--- src/rtl/ip_vlg_pkg.sv ---
// Shared types and default constants for the IPv4 transmit arbiter.
// Also holds the width helpers used to size index and counter registers.
package ip_vlg_pkg;

    typedef enum logic [1:0] {
        ST_IDLE   = 2'd0,
        ST_ACTIVE = 2'd1,
        ST_GAP    = 2'd2
    } arb_state_e;

    localparam int DEF_N             = 3;
    localparam int DEF_PRIO0         = 1;
    localparam int DEF_TIMEOUT_TICKS = 10000;
    localparam int DEF_GAP_TICKS     = 12;

    // Index width that stays at least one bit when there is a single requester
    function automatic int idx_width(input int n);
        if (n > 1) begin
            return $clog2(n);
        end else begin
            return 1;
        end
    endfunction

    function automatic int cnt_width(input int ticks);
        if (ticks > 0) begin
            return $clog2(ticks + 1);
        end else begin
            return 1;
        end
    endfunction

endpackage

--- src/rtl/ipv4_tx_rr.sv ---
// Combinational winner selection: optional strict priority for requester 0,
// otherwise round-robin starting one past the last winner.
module ipv4_tx_rr
    import ip_vlg_pkg::*;
#(
    parameter int N     = DEF_N,
    parameter int PRIO0 = DEF_PRIO0
) (
    input  logic [N-1:0]              req,
    input  logic [idx_width(N)-1:0]   last,
    output logic [N-1:0]              win_oh,
    output logic [idx_width(N)-1:0]   win_idx,
    output logic                      win_any
);

    localparam int SW = idx_width(N);

    int best_s;

    // Smallest rotated distance from last+1 among active requests wins
    always_comb begin
        best_s  = N;
        win_idx = '0;
        win_oh  = '0;
        if ((PRIO0 != 32'sd0) && req[0]) begin
            best_s  = 32'sd0;
            win_idx = '0;
        end else begin
            for (int i = 0; i < N; i++) begin
                if (req[i] && (((i + N - 32'sd1 - int'(last)) % N) < best_s)) begin
                    best_s  = (i + N - 32'sd1 - int'(last)) % N;
                    win_idx = SW'(i);
                end else begin
                    best_s  = best_s;
                    win_idx = win_idx;
                end
            end
        end
        win_any = (best_s < N);
        for (int i = 0; i < N; i++) begin
            win_oh[i] = win_any && (win_idx == SW'(i));
        end
    end

endmodule

--- src/rtl/ipv4_tx_arb.sv ---
// IPv4 TX arbiter: grants one requester per frame, enforces an inter-frame gap
// and a per-frame timeout. Frame-end pulses appear the cycle after the ending ACTIVE cycle.
module ipv4_tx_arb
    import ip_vlg_pkg::*;
#(
    parameter int N             = DEF_N,
    parameter int PRIO0         = DEF_PRIO0,
    parameter int TIMEOUT_TICKS = DEF_TIMEOUT_TICKS,
    parameter int GAP_TICKS     = DEF_GAP_TICKS
) (
    input  logic                    clk,
    input  logic                    rst,
    input  logic [N-1:0]            req,
    output logic [N-1:0]            gnt,
    output logic [idx_width(N)-1:0] sel,
    output logic [N-1:0]            done,
    output logic [N-1:0]            err,
    output logic [N-1:0]            flush,
    input  logic                    tx_rdy,
    output logic                    tx_start,
    input  logic                    tx_eof
);

    localparam int SW = idx_width(N);
    localparam int CW = cnt_width(TIMEOUT_TICKS);
    localparam int GW = cnt_width(GAP_TICKS);
    // Last pointer resets to N-1 so the first search begins at index 0
    localparam logic [SW-1:0] LAST_RST = SW'(N - 1);

    arb_state_e      state_r, state_s;
    logic            armed_r;
    logic [SW-1:0]   last_r, sel_r;
    logic [CW-1:0]   cnt_r;
    logic [GW-1:0]   gap_r;
    logic [N-1:0]    gnt_r, done_r, err_r, flush_r;
    logic            tx_start_r;
    logic [N-1:0]    gnt_s, done_s, err_s, flush_s;
    logic            tx_start_s;
    logic [N-1:0]    win_oh_s;
    logic [SW-1:0]   win_idx_s;
    logic            win_any_s;
    logic            grant_s, eof_s, tmo_s, gap_end_s;

    ipv4_tx_rr #(
        .N     (N),
        .PRIO0 (PRIO0)
    ) u_rr (
        .req     (req),
        .last    (last_r),
        .win_oh  (win_oh_s),
        .win_idx (win_idx_s),
        .win_any (win_any_s)
    );

    // armed_r blocks arbitration in the first cycle after reset release
    assign grant_s   = (state_r == ST_IDLE) && armed_r && tx_rdy && win_any_s;
    assign eof_s     = (state_r == ST_ACTIVE) && tx_eof;
    assign tmo_s     = (state_r == ST_ACTIVE) && ((int'(cnt_r) + 32'sd1) >= TIMEOUT_TICKS);
    assign gap_end_s = (state_r == ST_GAP) && ((int'(gap_r) + 32'sd1) >= GAP_TICKS);

    // State register
    always_ff @(posedge clk or negedge rst) begin
        if (!rst) begin
            state_r <= ST_IDLE;
        end else begin
            state_r <= state_s;
        end
    end

    // Next-state decode
    always_comb begin
        state_s = state_r;
        case (state_r)
            ST_IDLE: begin
                if (grant_s) state_s = ST_ACTIVE;
                else         state_s = ST_IDLE;
            end
            ST_ACTIVE: begin
                if (eof_s || tmo_s) state_s = ST_GAP;
                else                state_s = ST_ACTIVE;
            end
            ST_GAP: begin
                if (gap_end_s) state_s = ST_IDLE;
                else           state_s = ST_GAP;
            end
            default: state_s = ST_IDLE;
        endcase
    end

    // Next values of the registered outputs; eof takes precedence over timeout
    always_comb begin
        gnt_s      = '0;
        done_s     = '0;
        err_s      = '0;
        flush_s    = '0;
        tx_start_s = 1'b0;
        case (state_r)
            ST_IDLE: begin
                if (grant_s) begin
                    gnt_s      = win_oh_s;
                    tx_start_s = 1'b1;
                end else begin
                    gnt_s = '0;
                end
            end
            ST_ACTIVE: begin
                if (eof_s) begin
                    done_s  = gnt_r;
                    flush_s = gnt_r;
                end else if (tmo_s) begin
                    err_s   = gnt_r;
                    flush_s = gnt_r;
                end else begin
                    gnt_s = gnt_r;
                end
            end
            ST_GAP:  gnt_s = '0;
            default: gnt_s = '0;
        endcase
    end

    // Output registers
    always_ff @(posedge clk or negedge rst) begin
        if (!rst) begin
            gnt_r      <= '0;
            done_r     <= '0;
            err_r      <= '0;
            flush_r    <= '0;
            tx_start_r <= 1'b0;
        end else begin
            gnt_r      <= gnt_s;
            done_r     <= done_s;
            err_r      <= err_s;
            flush_r    <= flush_s;
            tx_start_r <= tx_start_s;
        end
    end

    // Winner pointers, timeout counter and gap counter
    always_ff @(posedge clk or negedge rst) begin
        if (!rst) begin
            armed_r <= 1'b0;
            last_r  <= LAST_RST;
            sel_r   <= '0;
            cnt_r   <= '0;
            gap_r   <= '0;
        end else begin
            armed_r <= 1'b1;
            if (grant_s) begin
                last_r <= win_idx_s;
                sel_r  <= win_idx_s;
                cnt_r  <= '0;
            end else if ((state_r == ST_ACTIVE) && (cnt_r != {CW{1'b1}})) begin
                cnt_r  <= cnt_r + 1'b1;
            end else begin
                cnt_r  <= cnt_r;
            end
            if (state_r == ST_ACTIVE) begin
                gap_r <= '0;
            end else if ((state_r == ST_GAP) && (gap_r != {GW{1'b1}})) begin
                gap_r <= gap_r + 1'b1;
            end else begin
                gap_r <= gap_r;
            end
        end
    end

    assign gnt      = gnt_r;
    assign sel      = sel_r;
    assign done     = done_r;
    assign err      = err_r;
    assign flush    = flush_r;
    assign tx_start = tx_start_r;

endmodule
--- config.mk ---
export PLATFORM = sky130hd
export DESIGN_NAME = ipv4_tx_arb
export DESIGN_NICKNAME = d
export VERILOG_FILES = /design/src/rtl/ip_vlg_pkg.sv /design/src/rtl/ipv4_tx_rr.sv /design/src/rtl/ipv4_tx_arb.sv
export SDC_FILE = /design/constraint.sdc
export NUM_CORES = 1
export LEC_CHECK = 0
export BUFFER_PORTS_ARGS = -buffer_cell sky130_fd_sc_hd__buf_2
export CELL_PAD_IN_SITES_DETAIL_PLACEMENT = 1
export CELL_PAD_IN_SITES_GLOBAL_PLACEMENT = 1
export CORE_MARGIN = 1.5
export CORE_UTILIZATION = 43
export CTS_CLUSTER_DIAMETER = 100
export DETAILED_ROUTE_END_ITERATION = 7
export HOLD_SLACK_MARGIN = 0.05
export PLACE_DENSITY = 0.83
export REMOVE_ABC_BUFFERS = 1
export SETUP_SLACK_MARGIN = 0.1
export SYNTH_ARGS = -nofsm -noshare
export SYNTH_HDL_FRONTEND = slang
export SYNTH_SLANG_ARGS = --single-unit
--- constraint.sdc ---
create_clock -name clk -period 7.7 [get_ports clk]
set_input_delay 1.54 -clock clk [delete_from_list [all_inputs] [get_ports clk]]
set_output_delay 1.54 -clock clk [all_outputs]
set_load 0.03 [all_outputs]
# Word level (Yosys, flattened, before mapping)
# Cells that the tools add are included.
[totals]
reg_bits = 38
input_bits = 7
output_inout_bits = 15
wordCells = 83
[op_classes]
add_sub_neg = 7
div = 3
magnitude_cmp = 6
n_eq_ne = 7
muxes = 30
n_reduce_logical = 19
[op_table]
columns = ["op", "count"]
rows = [
  ["$mux W32", 6],
  ["$mod A32 B3 Y32 const B", 3],
  ["$lt A32 B3 Y1 const B", 2],
  ["$lt A32 B32 Y1", 2],
  ["$mux W3", 10],
  ["$mux W14", 2],
  ["$add A14 B1 Y15 const B", 1],
  ["$ge A15 B14 Y1 const B", 1],
  ["$add A14 B1 Y14 const B", 1],
  ["$logic_and A1 B1 Y1", 14],
  ["$ne A14 B14 Y1 const B", 1],
  ["$mux W2", 4],
  ["$mux W4", 2],
  ["$pmux W2 S3", 1],
  ["$pmux W3 S2", 1],
  ["$sub A2 B2 Y3 const A", 2],
  ["$add A4 B1 Y5 const B", 1],
  ["$ge A5 B4 Y1 const B", 1],
  ["$add A4 B1 Y4 const B", 1],
  ["$eq A2 B1 Y1 const B", 2],
  ["$eq A2 B2 Y1 const B", 2],
  ["$logic_not A2 Y1", 2],
  ["$mux W1", 4],
  ["$ne A4 B4 Y1 const B", 1],
  ["other kinds (4)", 5],
]

# Depth between registers and ports, before layout
# Gate-level depths: netlist of the first run.
[logic_depth]
ltp_word = 18
ltp_mapped = 36

# Hierarchy
# A second synthesis of the first run with hierarchy kept.
[hier_totals]
hier_cells = 477
area_unflattened_um2 = 3817.4
[by_module_without_submodules]
columns = ["module", "instances", "cells_per_inst", "area_each_um2"]
rows = [
  ["ipv4_tx_arb", 1, 192, 1919.3],
  ["ipv4_tx_rr", 1, 285, 1898.1],
]

# Least setup slack after synthesis of the first run
# No wires, ideal clock.
[synth_path]
path_kind = "register to register"
from = "register last_r[0]"
to = "register cnt_r[10]"
setup_ns = 0.083
t_arrival_ns = 7.325
setup_slack_ns = 0.292
path_stages_with_launch = 37
path_buffers = 5
period_less_slack_ns = 7.408
path_cell_list = "dfrtp_1 > inv_1 > ha_1 > buf_6 > buf_6 > nand2_4 > inv_2 > ha_1 > buf_2 > or3b_1 > a21oi_2 > nand2_1 > a31oi_2 > a21oi_1 > a311o_1 > o211ai_2 > o211ai_1 > a32o_1 > o211ai_1 > a21oi_1 > or4_1 > a32o_1 > mux2i_4 > o41ai_1 > nand2_1 > o21a_1 > ha_1 > nand2_1 > a311oi_1 > o21ai_0 > and3_1 > clkbuf_1 > or2_2 > a211oi_2 > nor4_4 > buf_6 > nor3_2"
[synth_via]
elab_chain_cells = 17
word_cells_on_any_way = 22
[synth_rtl]
columns = ["element", "line_no", "source"]
rows = [
  ["start: declaration", "ipv4_tx_arb.sv:32", "logic [SW-1:0] last_r, sel_r;"],
  ["start signal: assignment", "ipv4_tx_arb.sv:150", "last_r <= win_idx_s;"],
  ["$sub A2 B2 Y3", "ipv4_tx_rr.sv:30, ipv4_tx_rr.sv:31", ""],
  ["$mod A32 B3 Y32", "ipv4_tx_rr.sv:30, ipv4_tx_rr.sv:31", ""],
  ["$lt A32 B3 Y1", "ipv4_tx_rr.sv:30", "if (req[i] && (((i + N - 32'sd1 - int'(last)) % N) < best_s)) begin"],
  ["$logic_and A1 B1 Y1", "ipv4_tx_rr.sv:30", ""],
  ["$mux W32", "ipv4_tx_rr.sv:30", ""],
  ["$mux W32", "ipv4_tx_rr.sv:25", "if ((PRIO0 != 32'sd0) && req[0]) begin"],
  ["$lt A32 B32 Y1", "ipv4_tx_rr.sv:30", ""],
  ["$logic_and A1 B1 Y1", "ipv4_tx_rr.sv:30", ""],
  ["$mux W32", "ipv4_tx_rr.sv:30", ""],
  ["$mux W32", "ipv4_tx_rr.sv:25", ""],
  ["$lt A32 B32 Y1", "ipv4_tx_rr.sv:30", ""],
  ["$logic_and A1 B1 Y1", "ipv4_tx_rr.sv:30", ""],
  ["$mux W32 (*)", "ipv4_tx_rr.sv:30", ""],
  ["$mux W32 (*)", "ipv4_tx_rr.sv:25", ""],
  ["$lt A32 B3 Y1 (*)", "ipv4_tx_rr.sv:39", "win_any = (best_s < N);"],
  ["$logic_and A1 B1 Y1 (*)", "ipv4_tx_arb.sv:56", "assign grant_s = (state_r == ST_IDLE) && armed_r && tx_rdy && win_any_s;"],
  ["$mux W14 or $reduce_bool A2 Y1 (tied branches)", "n/a", ""],
  ["end signal: assignment", "ipv4_tx_arb.sv:154", "cnt_r <= cnt_r + 1'b1;"],
  ["end signal: assignment", "ipv4_tx_arb.sv:156", "cnt_r <= cnt_r;"],
  ["end: declaration", "ipv4_tx_arb.sv:33", "logic [CW-1:0] cnt_r;"],
]
# Every way passes the cells marked *; elsewhere a longest branch is shown, timed or not. The select of a mux whose other input is x is not followed.
# A chain may end at the register's enable or synchronous reset.

# Worst setup path after layout of the first run
[layout_path]
from = "register last_r[1]"
to = "register cnt_r[13]"
# Same word-level chain as after synthesis.

==> flow_metrics.py, run 1 <==
metrics = {
    "status": {
        "status": "completed",
    },
    "yosys": {
        "synth-seq-cells": 37,
        "synth-compound-area-share": 0.3130,
        "post_synth_inst_count": 534,
        "yosys.area_share.simple": 0.2908,
        "muxShareOfSynthArea": 0.01692,
        "synth_flop_cell": "dfrtp_1",
        "synth-xor-area-share": 0.02655,
        "yosys.area_share.adder": 0.07001,
        "syn_area_per_cell_um2": 8.032,
        "yosysWarnings": 0,
        "synthDistinctLibCells": 91,
        "synth_top_family_by_area": "compound AO/OA/AOI/OAI gates",
        "ys_seq_area_frac": 0.2162,
        "yosysTopAreaCell": "dfrtp_1",
        "netlist.area_leader.share": 0.2100,
        "synth_edf_count": 0,
        "netlist_area_mm2": 0.004289,
        "synth_area_leaders": "dfrtp_1, ha_1, nand2_1, a21oi_1, nor2_1",
        "async_flop_share": 1.000,
    },
    "clocking": {
        "ctsHoldBuffers": 0,
        "cts_buffer_depth": 2,
        "clock_latency_ns": 0.30,
        "tritoncts": "done",
        "cts_made_buffers": 5,
        "htreeDepth": 2,
        "clock-sinks": 37,
        "path_clk_slew_ns": 0.09,
        "cts_root_buf": "clkbuf_8",
    },
    "sta": {
        "period_minus_slack_ns": 7.659,
        "setup_viol": 0,
        "max_freq_mhz": 130.6,
        "min_period_over_period": 0.9946,
        "setup_tns_ns": 0,
        "worst_pin_slew_ns": 1.097,
        "hold_violations": 0,
        "skew_ns": 0.01236,
        "slew_violations": 0,
        "max_slew_margin": 0.2591,
    },
    "worst_setup_path": {
        "cp.arrival_ns": 7.86,
        "critical_path_class": "flip-flop to flip-flop",
        "critPathTopFamily": "compound AO/OA/AOI/OAI gates",
        "ff2ff_setup_slack_ns": 0.04,
        "endpoint_kind": "flip-flop",
        "slowest_delay_ns": 0.61,
        "crit_path_frequent_cell": "buf_4",
        "required_ns": 7.90,
        "critPathBufInv": 6,
        "timing.rr.start": "last_r[1]$_DFFE_PN1P_",
        "critPathMaxFanout": 14,
        "critical-path-slowest-cell": "dfstp_2",
        "reg2reg_to": "cnt_r[13]$_DFFE_PN0P_",
        "r2r_cells": 34,
        "critPathLaunchType": "flip-flop",
    },
    "grt": {
        "grtUsageMet1": 0.3457,
        "gr-usage-met3": 0.04678,
        "use_met2": 0.4870,
        "grt_pass1_wl_um": 23120,
        "grt_antenna_before_repair": 0,
        "first_global_vias": 4590,
        "gr-usage-all-layers": 0.2754,
        "grt_max_degree": 38,
        "busiest_layer": "met2",
        "grt_remaining_overflow": 0,
    },
    "routing": {
        "drtPass1Iterations": 5,
        "drc": 0,
        "drt.antenna.violating_nets": 0,
        "routed_via_density": 6.537,
        "drt_iter0_markers": 295,
        "wire_per_inst_um": 22.55,
        "routed_wl_um": 16280,
        "vias": 4720,
    },
    "layout": {
        "area.growth.synth_to_final_pct": 22.00,
        "drive_gt1_frac": 0.2988,
        "n_antenna_cell": 0,
        "design_area_mm2": 0.005233,
        "fin_nets": 619,
    },
    "min_path": {
        "min_from": "gnt[0]$_DFFE_PN0N_",
        "hold_path.class": "flip-flop to flip-flop",
        "holdPathStages": 1,
        "worstHoldEndpoint": "gnt[0]$_DFFE_PN0N_",
    },
    "die": {
        "rows": 36,
        "start_util": 0.4408,
        "die_h_um": 102.9,
        "die_w_um": 102.9,
        "num_io_pins": 22,
        "die_area_mm2": 0.01058,
        "core_mm2": 0.009729,
    },
    "power_and_ir_drop": {
        "ir_drop_v": 0.0001465,
        "power.leakage_uw": 0.002229,
        "power.density_mw_per_mm2": 323.8,
    },
    "placed_design": {
        "placed_cell_area_mm2": 0.004651,
        "io_buffers": 21,
        "hpwl_um": 10360,
        "gp_congestion": 0.9801,
    },
    "flow_run": {
        "drv_cap": 0,
    },
}
-- state kept, by name, summed over array words and instances (netlist names), 2 cells and up --
signal	cells
state_r	2
cnt_r	14
done	3
gnt	3
flush	3
last_r	2
err	3
gap_r	4
-- logic make-up after synthesis --
kind of cell | after synthesis
buffers and inverters | 54
AOI/OAI and AO/OA | 172
DFF | 37
muxes | 6
adders and majority gates | 24
and+or+nand+nor | 227
other | 1
xor gates and xnor gates | 13
-- final cells by class --
| type | instances | area [µm²] |
|---|---|---|
| fill | 1202 | 4497 |
| multi-input combinational | 443 | 3391 |
| sequential | 37 | 927.1 |
| timing repair buffer | 80 | 573.1 |
| tap | 133 | 166.4 |
| clock buffer | 6 | 82.58 |
| inverter | 21 | 78.83 |
| clock inverter | 2 | 13.76 |
-- placed cells by master, fill, tap and decap left out, drive strengths merged, types with 4 or more instances in the layout --
master / count
a2111oi: 4
a211o: 6
a21boi: 4
a21o: 9
a21oi: 36
a22oi: 4
a311oi: 5
a31oi: 7
a32oi: 4
and2: 12
and3: 12
buf: 80
clkbuf: 6
dfrtp: 36
ha: 24
inv: 21
mux2i: 6
nand2: 56
nand2b: 8
nand3: 26
nand4: 8
nor2: 35
nor2b: 10
nor3: 32
nor4: 8
o211ai: 8
o21a: 4
o21ai: 33
o311ai: 4
o31ai: 7
o32ai: 4
or2: 4
xor2: 10
-- report_power, final --
| part | leakage [µW] | total (µW) | switching, µW | internal (µW) |
|---|---|---|---|---|
| combinational | 0.00168 | 1280 | 778 | 504 |
| clock | 0.0000512 | 150 | 76.8 | 72.7 |
| sequential | 0.000500 | 262 | 38.0 | 224 |
-- what timing repair did --
action,4_1_cts,5_1_grt
resized for setup,17,46
setup endpoints to repair,16,20
pin swaps,5,32
setup buffers,3,17
-- cells in the mapped netlist, drive strengths merged (5+ instances only) --
master and n:
a211o 6, a21o 9, a21oi 36, a311oi 5
a31oi 7, and2 12, and3 12, buf 22
clkbuf 11, dfrtp 36, ha 24, inv 21
mux2i 6, nand2 56, nand2b 8, nand3 26
nand4 8, nor2 35, nor2b 10, nor3 32
nor4 8, o211ai 8, o21ai 33, o31ai 7
xor2 10
-- per-stage QoR --
step,hold slack [ns],utilization,setup slack (ns),instances,total power [µW]
after detailed placement,0.5342,0.4780,-0.4464,694,1313
after CTS,0.5521,0.5014,0.1142,705,1523
after global routing,0.5722,0.5378,-0.1663,722,1793
after floorplan,0.5221,-,-0.6998,501,980.4
final,0.5516,0.5378,0.04121,722,1694
after global placement,0.5123,0.4780,-0.09378,694,1267
-- how the worst max path moves through the flow --
stage / cells past startpoint / start / slack [ns] / endpoint
6_report: 34 / last_r[1]$_DFFE_PN1P_ / 0.04 / cnt_r[13]$_DFFE_PN0P_
4_1_cts: 32 / last_r[1]$_DFFE_PN1P_ / 0.11 / cnt_r[12]$_DFFE_PN0P_
5_1_grt: 34 / last_r[1]$_DFFE_PN1P_ / -0.17 / cnt_r[13]$_DFFE_PN0P_
3_3_place_gp: 31 / last_r[1]$_DFFE_PN1P_ / -0.09 / cnt_r[1]$_DFFE_PN0P_
2_1_floorplan: 31 / last_r[0]$_DFFE_PN0P_ / -0.70 / cnt_r[0]$_DFFE_PN0P_
3_5_place_dp: 31 / last_r[1]$_DFFE_PN1P_ / -0.45 / cnt_r[13]$_DFFE_PN0P_
-- routing by layer --
metal	part of all wire	wire length, µm	up-vias
met5	0	0	-
met4	0.036	593	0
met3	0.054	886	60
met2	0.50	8088	214
met1	0.41	6709	2338
li1	-	-	2108
Note: power is estimated with default switching activity, not from simulation.
==> inputs of run 2 (changes only) <==
--- a/config.mk
+++ b/config.mk
@@ -9,11 +9,11 @@
 export CELL_PAD_IN_SITES_DETAIL_PLACEMENT = 1
 export CELL_PAD_IN_SITES_GLOBAL_PLACEMENT = 1
 export CORE_MARGIN = 1.5
-export CORE_UTILIZATION = 43
+export CORE_UTILIZATION = 30
 export CTS_CLUSTER_DIAMETER = 100
 export DETAILED_ROUTE_END_ITERATION = 7
 export HOLD_SLACK_MARGIN = 0.05
-export PLACE_DENSITY = 0.83
+export PLACE_DENSITY = 0.63
 export REMOVE_ABC_BUFFERS = 1
 export SETUP_SLACK_MARGIN = 0.1
 export SYNTH_ARGS = -nofsm -noshare
==> run 2 against run 1 <==
  * Die area up 42%
  * Count of clock-buffer cells in the layout down 1
  * Routed wire length fell by 6.6%
  * Flip-flop and latch count did not move
  * First-iteration DRC count decreased by 18%
  * Non-clock buffer count is 10 higher
==> flow_metrics.py, run 2 (same netlist as run 1, synthesis figures left out) <==
metrics = {
    "layout": {
        "finish.utilization": 0.3971,
        "drive_gt1_frac": 0.3222,
        "regMostFlops": "cnt_r",
        "n_antenna_cell": 0,
        "final_common_cell": "buf_4",
        "fin_nets": 629,
        "regArea_um2": 928.4,
        "area.growth.synth_to_final_pct": 29.00,
        "largest_reg_flops": 14,
        "fin_cells": 779,
        "fillers": 1640,
        "mostFrequentLayoutCells": "buf_4, nand2_1, dfrtp_1",
        "largestRegisters": "cnt_r: 14 flops, gap_r: 4 flops",
        "multi_input_area_mm2": 0.003448,
    },
    "min_path": {
        "hold_path.class": "flip-flop to flip-flop",
    },
    "routing": {
        "vias": 4599,
        "drt.antenna.violating_nets": 0,
        "drc": 0,
        "routed_via_density": 5.904,
        "drtPass1Iterations": 5,
        "wire_per_inst_um": 19.52,
        "drt_iter0_markers": 241,
        "routed_wl_um": 15210,
    },
    "power_and_ir_drop": {
        "power.leakage_uw": 0.002351,
        "cellInternalPower_uw": 944.5,
        "power.density_mw_per_mm2": 324.4,
        "p_seq_frac": 0.147,
        "ir_drop_v": 0.0001337,
        "swShare": 0.4737,
        "combPwrFrac": 0.702,
        "switching_power_uw": 850.2,
        "clockPowerShare": 0.151,
        "totalPowerFinal_uw": 1795,
    },
    "flow_run": {
        "drv_cap": 0,
    },
    "clocking": {
        "clock_latency_ns": 0.28,
        "tritoncts": "done",
        "htreeDepth": 2,
        "path_clk_slew_ns": 0.07,
        "cts_made_buffers": 5,
        "clock-sinks": 37,
        "cts_buffer_depth": 2,
        "cts_root_buf": "clkbuf_16",
    },
    "sta": {
        "worst_pin_slew_ns": 1.121,
        "slew_violations": 0,
        "max_freq_mhz": 135.6,
        "period_minus_slack_ns": 7.373,
        "rsz0062_at_grt": "no",
        "skew_ns": 0.01108,
        "setup_viol": 0,
        "hold_violations": 0,
        "holdWs_ns": 0.5438,
        "max_slew_margin": 0.2427,
        "min_period_over_period": 0.9575,
    },
    "placed_design": {
        "hpwl_um": 10970,
        "gp_congestion": 0.8533,
        "dp_cells": 753,
        "io_buffers": 21,
    },
    "worst_setup_path": {
        "required_ns": 7.89,
        "critical_path_class": "flip-flop to flip-flop",
        "slowest_delay_ns": 0.64,
        "cp.arrival_ns": 7.56,
        "endpoint_kind": "flip-flop",
        "ff2ff_setup_slack_ns": 0.33,
        "critPathLaunchType": "flip-flop",
        "critPathMaxFanout": 7,
        "critical-path-slowest-cell": "dfstp_2",
    },
    "grt": {
        "grt_max_degree": 38,
        "gr-usage-all-layers": 0.1976,
        "grt_antenna_before_repair": 0,
        "first_global_vias": 4582,
        "grt_pass1_wl_um": 23950,
        "grt_remaining_overflow": 0,
    },
    "die": {
        "core_mm2": 0.01393,
        "die_h_um": 122.6,
        "rows": 43,
        "num_io_pins": 22,
        "die_w_um": 122.6,
        "die_area_mm2": 0.01502,
        "start_util": 0.3078,
    },
    "status": {
        "status": "completed",
    },
}
[run 2: cell types whose count changed in the layout (fill, tap and decap cells not counted), sizes merged]
cell	before	now
buf	80	88
inv	21	22
bufinv	0	2
clkbuf	6	7
clkinv	2	0
[run 2: area by class of cell]
cell class | instances | share of cell area
multi-input combinational | 443 | 0.6232
sequential | 37 | 0.1678
timing repair buffer | 90 | 0.1190
tap | 180 | 0.04071
clock buffer | 5 | 0.02261
inverter | 21 | 0.01425
clock inverter | 3 | 0.01244
[run 2: per-stage QoR]
stage / setup WS (ns) / TNS (ns) / instance area (µm²)
floorplan: -0.6998 / -10.41 / 4086
global placement: -0.08612 / -0.8577 / 4800
detailed placement: -0.3575 / -4.367 / 4800
CTS: 0.1089 / 0 / 5084
global route: 0.05233 / 0 / 5533
finish: 0.3273 / 0 / 5533
[run 2: routing by layer]
layer | GRT usage | wire length [µm] | vias up
met5 | 0 | 0 | -
met2 | 0.3202 | 7090 | 121
met1 | 0.2798 | 7189 | 2321
li1 | - | - | 2135
met4 | 0.04724 | 262 | 0
met3 | 0.02277 | 664 | 22
[run 2: timing repair]
action / CTS / global route
endpoints found under the hold margin: 0 / 0
endpoints found under the setup margin: 16 / 16
hold buffers: 0 / 0
resized for setup: 12 / 65
pin swaps: 4 / 33
cloned: 0 / 1
setup buffers: 1 / 16
[run 2: power by group through the flow]
stage | Sequential (µW) | Clock (µW) | Combinational, µW
after floorplan | 272 | 0 | 708
after global placement | 260 | 0 | 1050
after detailed placement | 263 | 0 | 1080
after CTS | 260 | 274 | 1130
after global routing | 270 | 284 | 1370
final | 265 | 271 | 1260
[run 2: final timing paths]
check,from,endpoint,cells past startpoint
max,last_r[1]$_DFFE_PN1P_,cnt_r[12]$_DFFE_PN0P_,33
max in group asynchronous,rst,last_r[0]$_DFFE_PN0P_,1
min in group asynchronous,rst,flush[0]$_DFF_PN0_,1
min reg2reg,gnt[2]$_DFFE_PN0N_,flush[2]$_DFF_PN0_,1
max reg2reg,last_r[1]$_DFFE_PN1P_,cnt_r[12]$_DFFE_PN0P_,33
min,gnt[2]$_DFFE_PN0N_,flush[2]$_DFF_PN0_,1
[run 2: worst max-delay path: cells and delay by family, from the launching register on]
kind | cells | cell delay (ns)
adder cells (fa/ha/maj) | 3 | 0.60
flip-flops | 1 | 0.64
multiplexers | 1 | 0.19
AO/OA/AOI/OAI | 15 | 3.04
buffers and inverters | 4 | 0.70
AND/OR/NAND/NOR | 10 | 2.09
==> inputs of run 3 (changes only) <==
--- a/config.mk
+++ b/config.mk
@@ -5,15 +5,15 @@
 export SDC_FILE = /design/constraint.sdc
 export NUM_CORES = 1
 export LEC_CHECK = 0
-export BUFFER_PORTS_ARGS = -buffer_cell sky130_fd_sc_hd__buf_2
 export CELL_PAD_IN_SITES_DETAIL_PLACEMENT = 1
 export CELL_PAD_IN_SITES_GLOBAL_PLACEMENT = 1
 export CORE_MARGIN = 1.5
 export CORE_UTILIZATION = 30
 export CTS_CLUSTER_DIAMETER = 100
 export DETAILED_ROUTE_END_ITERATION = 7
+export DONT_BUFFER_PORTS = 1
 export HOLD_SLACK_MARGIN = 0.05
-export PLACE_DENSITY = 0.63
+export PLACE_DENSITY = 0.61
 export REMOVE_ABC_BUFFERS = 1
 export SETUP_SLACK_MARGIN = 0.1
 export SYNTH_ARGS = -nofsm -noshare
==> run 3 against run 2 <==
  * Largest cell class unchanged
  * Critical path depth down 1
  * Worst setup slack gained 0.11 ns
  * Utilization down 0.37 points
  * Fmax grew 1.5%
  * Clock skew decreased by 0.0012 ns
  * Combinational power about the same
  * Register-to-register slack gained 0.11 ns
  * Routed wire length grew 0.22%
  * Global-route usage fell by 0.21 points
  * Via count shrank 3.9%
  * Count of clock-buffer cells in the layout unchanged
  * Flip-flop and latch count stayed put
==> flow_metrics.py, run 3 (same netlist as run 1, synthesis figures left out) <==
metrics = {
    "sta": {
        "hold_violations": 0,
        "worst_pin_slew_ns": 1.184,
        "setup_tns_ns": 0,
        "min_period_over_period": 0.9436,
        "max_slew_margin": 0.2006,
        "skew_ns": 0.009896,
        "worst_slack_ns": 0.4344,
        "rsz0062_at_grt": "no",
        "setup_viol": 0,
        "period_minus_slack_ns": 7.266,
        "max_freq_mhz": 137.6,
        "slew_violations": 0,
    },
    "min_path": {
        "holdPathStages": 1,
        "hold_path.class": "flip-flop to flip-flop",
    },
    "grt": {
        "first_global_vias": 4420,
        "gr-usage-all-layers": 0.1956,
        "grt_max_degree": 38,
        "grt_remaining_overflow": 0,
        "grt_pass1_wl_um": 23530,
        "grt_antenna_before_repair": 0,
    },
    "power_and_ir_drop": {
        "totalPowerFinal_uw": 1825,
        "combPwrFrac": 0.702,
        "p_seq_frac": 0.152,
        "ir_drop_v": 0.0001292,
        "clockPowerShare": 0.146,
        "switching_power_uw": 862.9,
        "power.density_mw_per_mm2": 333.0,
        "cellInternalPower_uw": 962.5,
        "swShare": 0.4727,
        "power.leakage_uw": 0.002301,
    },
    "worst_setup_path": {
        "critical_path_class": "flip-flop to flip-flop",
        "critical-path-slowest-cell": "dfstp_2",
        "r2r_cells": 32,
        "critPathLaunchType": "flip-flop",
        "slowest_delay_ns": 0.64,
        "endpoint_kind": "flip-flop",
        "cp.arrival_ns": 7.46,
        "critPathMaxFanout": 7,
        "required_ns": 7.89,
    },
    "clocking": {
        "clock-sinks": 37,
        "path_clk_slew_ns": 0.06,
        "htreeDepth": 2,
        "tritoncts": "done",
        "clock_latency_ns": 0.29,
        "cts_root_buf": "clkbuf_16",
        "cts_made_buffers": 5,
        "ctsHoldBuffers": 0,
        "cts_buffer_depth": 2,
    },
    "die": {
        "start_util": 0.3078,
        "die_h_um": 122.6,
        "die_area_mm2": 0.01502,
        "core_mm2": 0.01393,
        "die_w_um": 122.6,
        "rows": 43,
        "num_io_pins": 22,
    },
    "layout": {
        "drive_gt1_frac": 0.3003,
        "area.growth.synth_to_final_pct": 27.80,
        "mostFrequentLayoutCells": "buf_4, nand2_1, dfrtp_1",
        "largestRegisters": "cnt_r: 14 flops, gap_r: 4 flops",
        "final_common_cell": "buf_4",
        "design_area_mm2": 0.005482,
        "regMostFlops": "cnt_r",
        "largest_reg_flops": 14,
        "fin_cells": 766,
        "fin_nets": 616,
        "n_antenna_cell": 0,
    },
    "routing": {
        "met1Wirelength_um": 7169,
        "drt_iter0_markers": 318,
        "drtPass1Iterations": 4,
        "drc": 0,
        "routed_wl_um": 15240,
        "vias": 4419,
        "routed_via_density": 5.769,
        "drt.antenna.violating_nets": 0,
        "wl_met2_um": 7177,
        "dr.max_layer_used": "met4",
        "dr_wl_met3_um": 696,
        "wire_per_inst_um": 19.90,
    },
    "placed_design": {
        "placed_cell_area_mm2": 0.004687,
        "dp_cells": 731,
        "place_ws_ns": -0.4988,
        "hpwl_um": 10620,
        "io_buffers": 0,
        "gp_congestion": 0.8543,
    },
    "status": {
        "status": "completed",
    },
    "flow_run": {
        "drv_cap": 0,
    },
}
-- run 3: cell count changes in the layout (fill, tap and decap cells not counted), sizes merged --
cell	before	now
inv	22	21
clkbuf	7	6
clkinv	0	1
buf	88	76
-- run 3: cell type report --
class                   instances  area (µm²)
inverters                      21       78.83
clock inverters                 3       65.06
flip-flops and latches         37       928.4
clock buffers                   5       125.1
multi-input cells             443        3432
well taps                     180       225.2
fillers                      1653        8453
repair buffers                 77       626.9
-- run 3: metrics by stage --
step | utilization | hold WS, ns
after floorplan | - | 0.5221
after global placement | 0.3364 | 0.5567
after detailed placement | 0.3364 | 0.5574
after CTS | 0.3567 | 0.5684
after global routing | 0.3934 | 0.6300
final | 0.3934 | 0.5858
-- run 3: worst paths after layout --
path	from	end	slack (ns)
max	last_r[1]$_DFFE_PN1P_	cnt_r[12]$_DFFE_PN0P_	0.43
min	gap_r[0]$_DFFE_PN0P_	gap_r[0]$_DFFE_PN0P_	0.59
max reg2reg	last_r[1]$_DFFE_PN1P_	cnt_r[12]$_DFFE_PN0P_	0.43
min reg2reg	gap_r[0]$_DFFE_PN0P_	gap_r[0]$_DFFE_PN0P_	0.59
max in group asynchronous	rst	last_r[1]$_DFFE_PN1P_	6.57
min in group asynchronous	rst	flush[1]$_DFF_PN0_	0.94
-- run 3: timing repair --
item | CTS | global route
setup endpoints to repair | 16 | 20
cloned | 0 | 1
gates resized for setup | 11 | 65
pin swaps | 6 | 35
setup buffers | 3 | 23
-- run 3: critical path: cells and delay by family (launching register included) --
| kind | cells | cell delay, ns |
|---|---|---|
| AND/OR/NAND/NOR | 9 | 1.85 |
| AO/OA/AOI/OAI | 15 | 3.17 |
| flip-flops | 1 | 0.64 |
| adder cells (fa/ha/maj) | 3 | 0.65 |
| buffers and inverters | 4 | 0.64 |
| multiplexers | 1 | 0.21 |
-- run 3: metal layers --
metal,vias to the layer above,global-route usage
met5,-,0
met4,0,0.03488
met3,19,0.03392
li1,2097,-
met1,2208,0.2739
met2,95,0.3174
-- run 3: power by group through the flow --
stage	Clock [µW]	Combinational, µW	Sequential, µW
after floorplan	0	708	272
after detailed placement	0	1050	275
after CTS	270	1100	272
after global routing	282	1400	283
final	266	1280	277
after global placement	0	1020	272
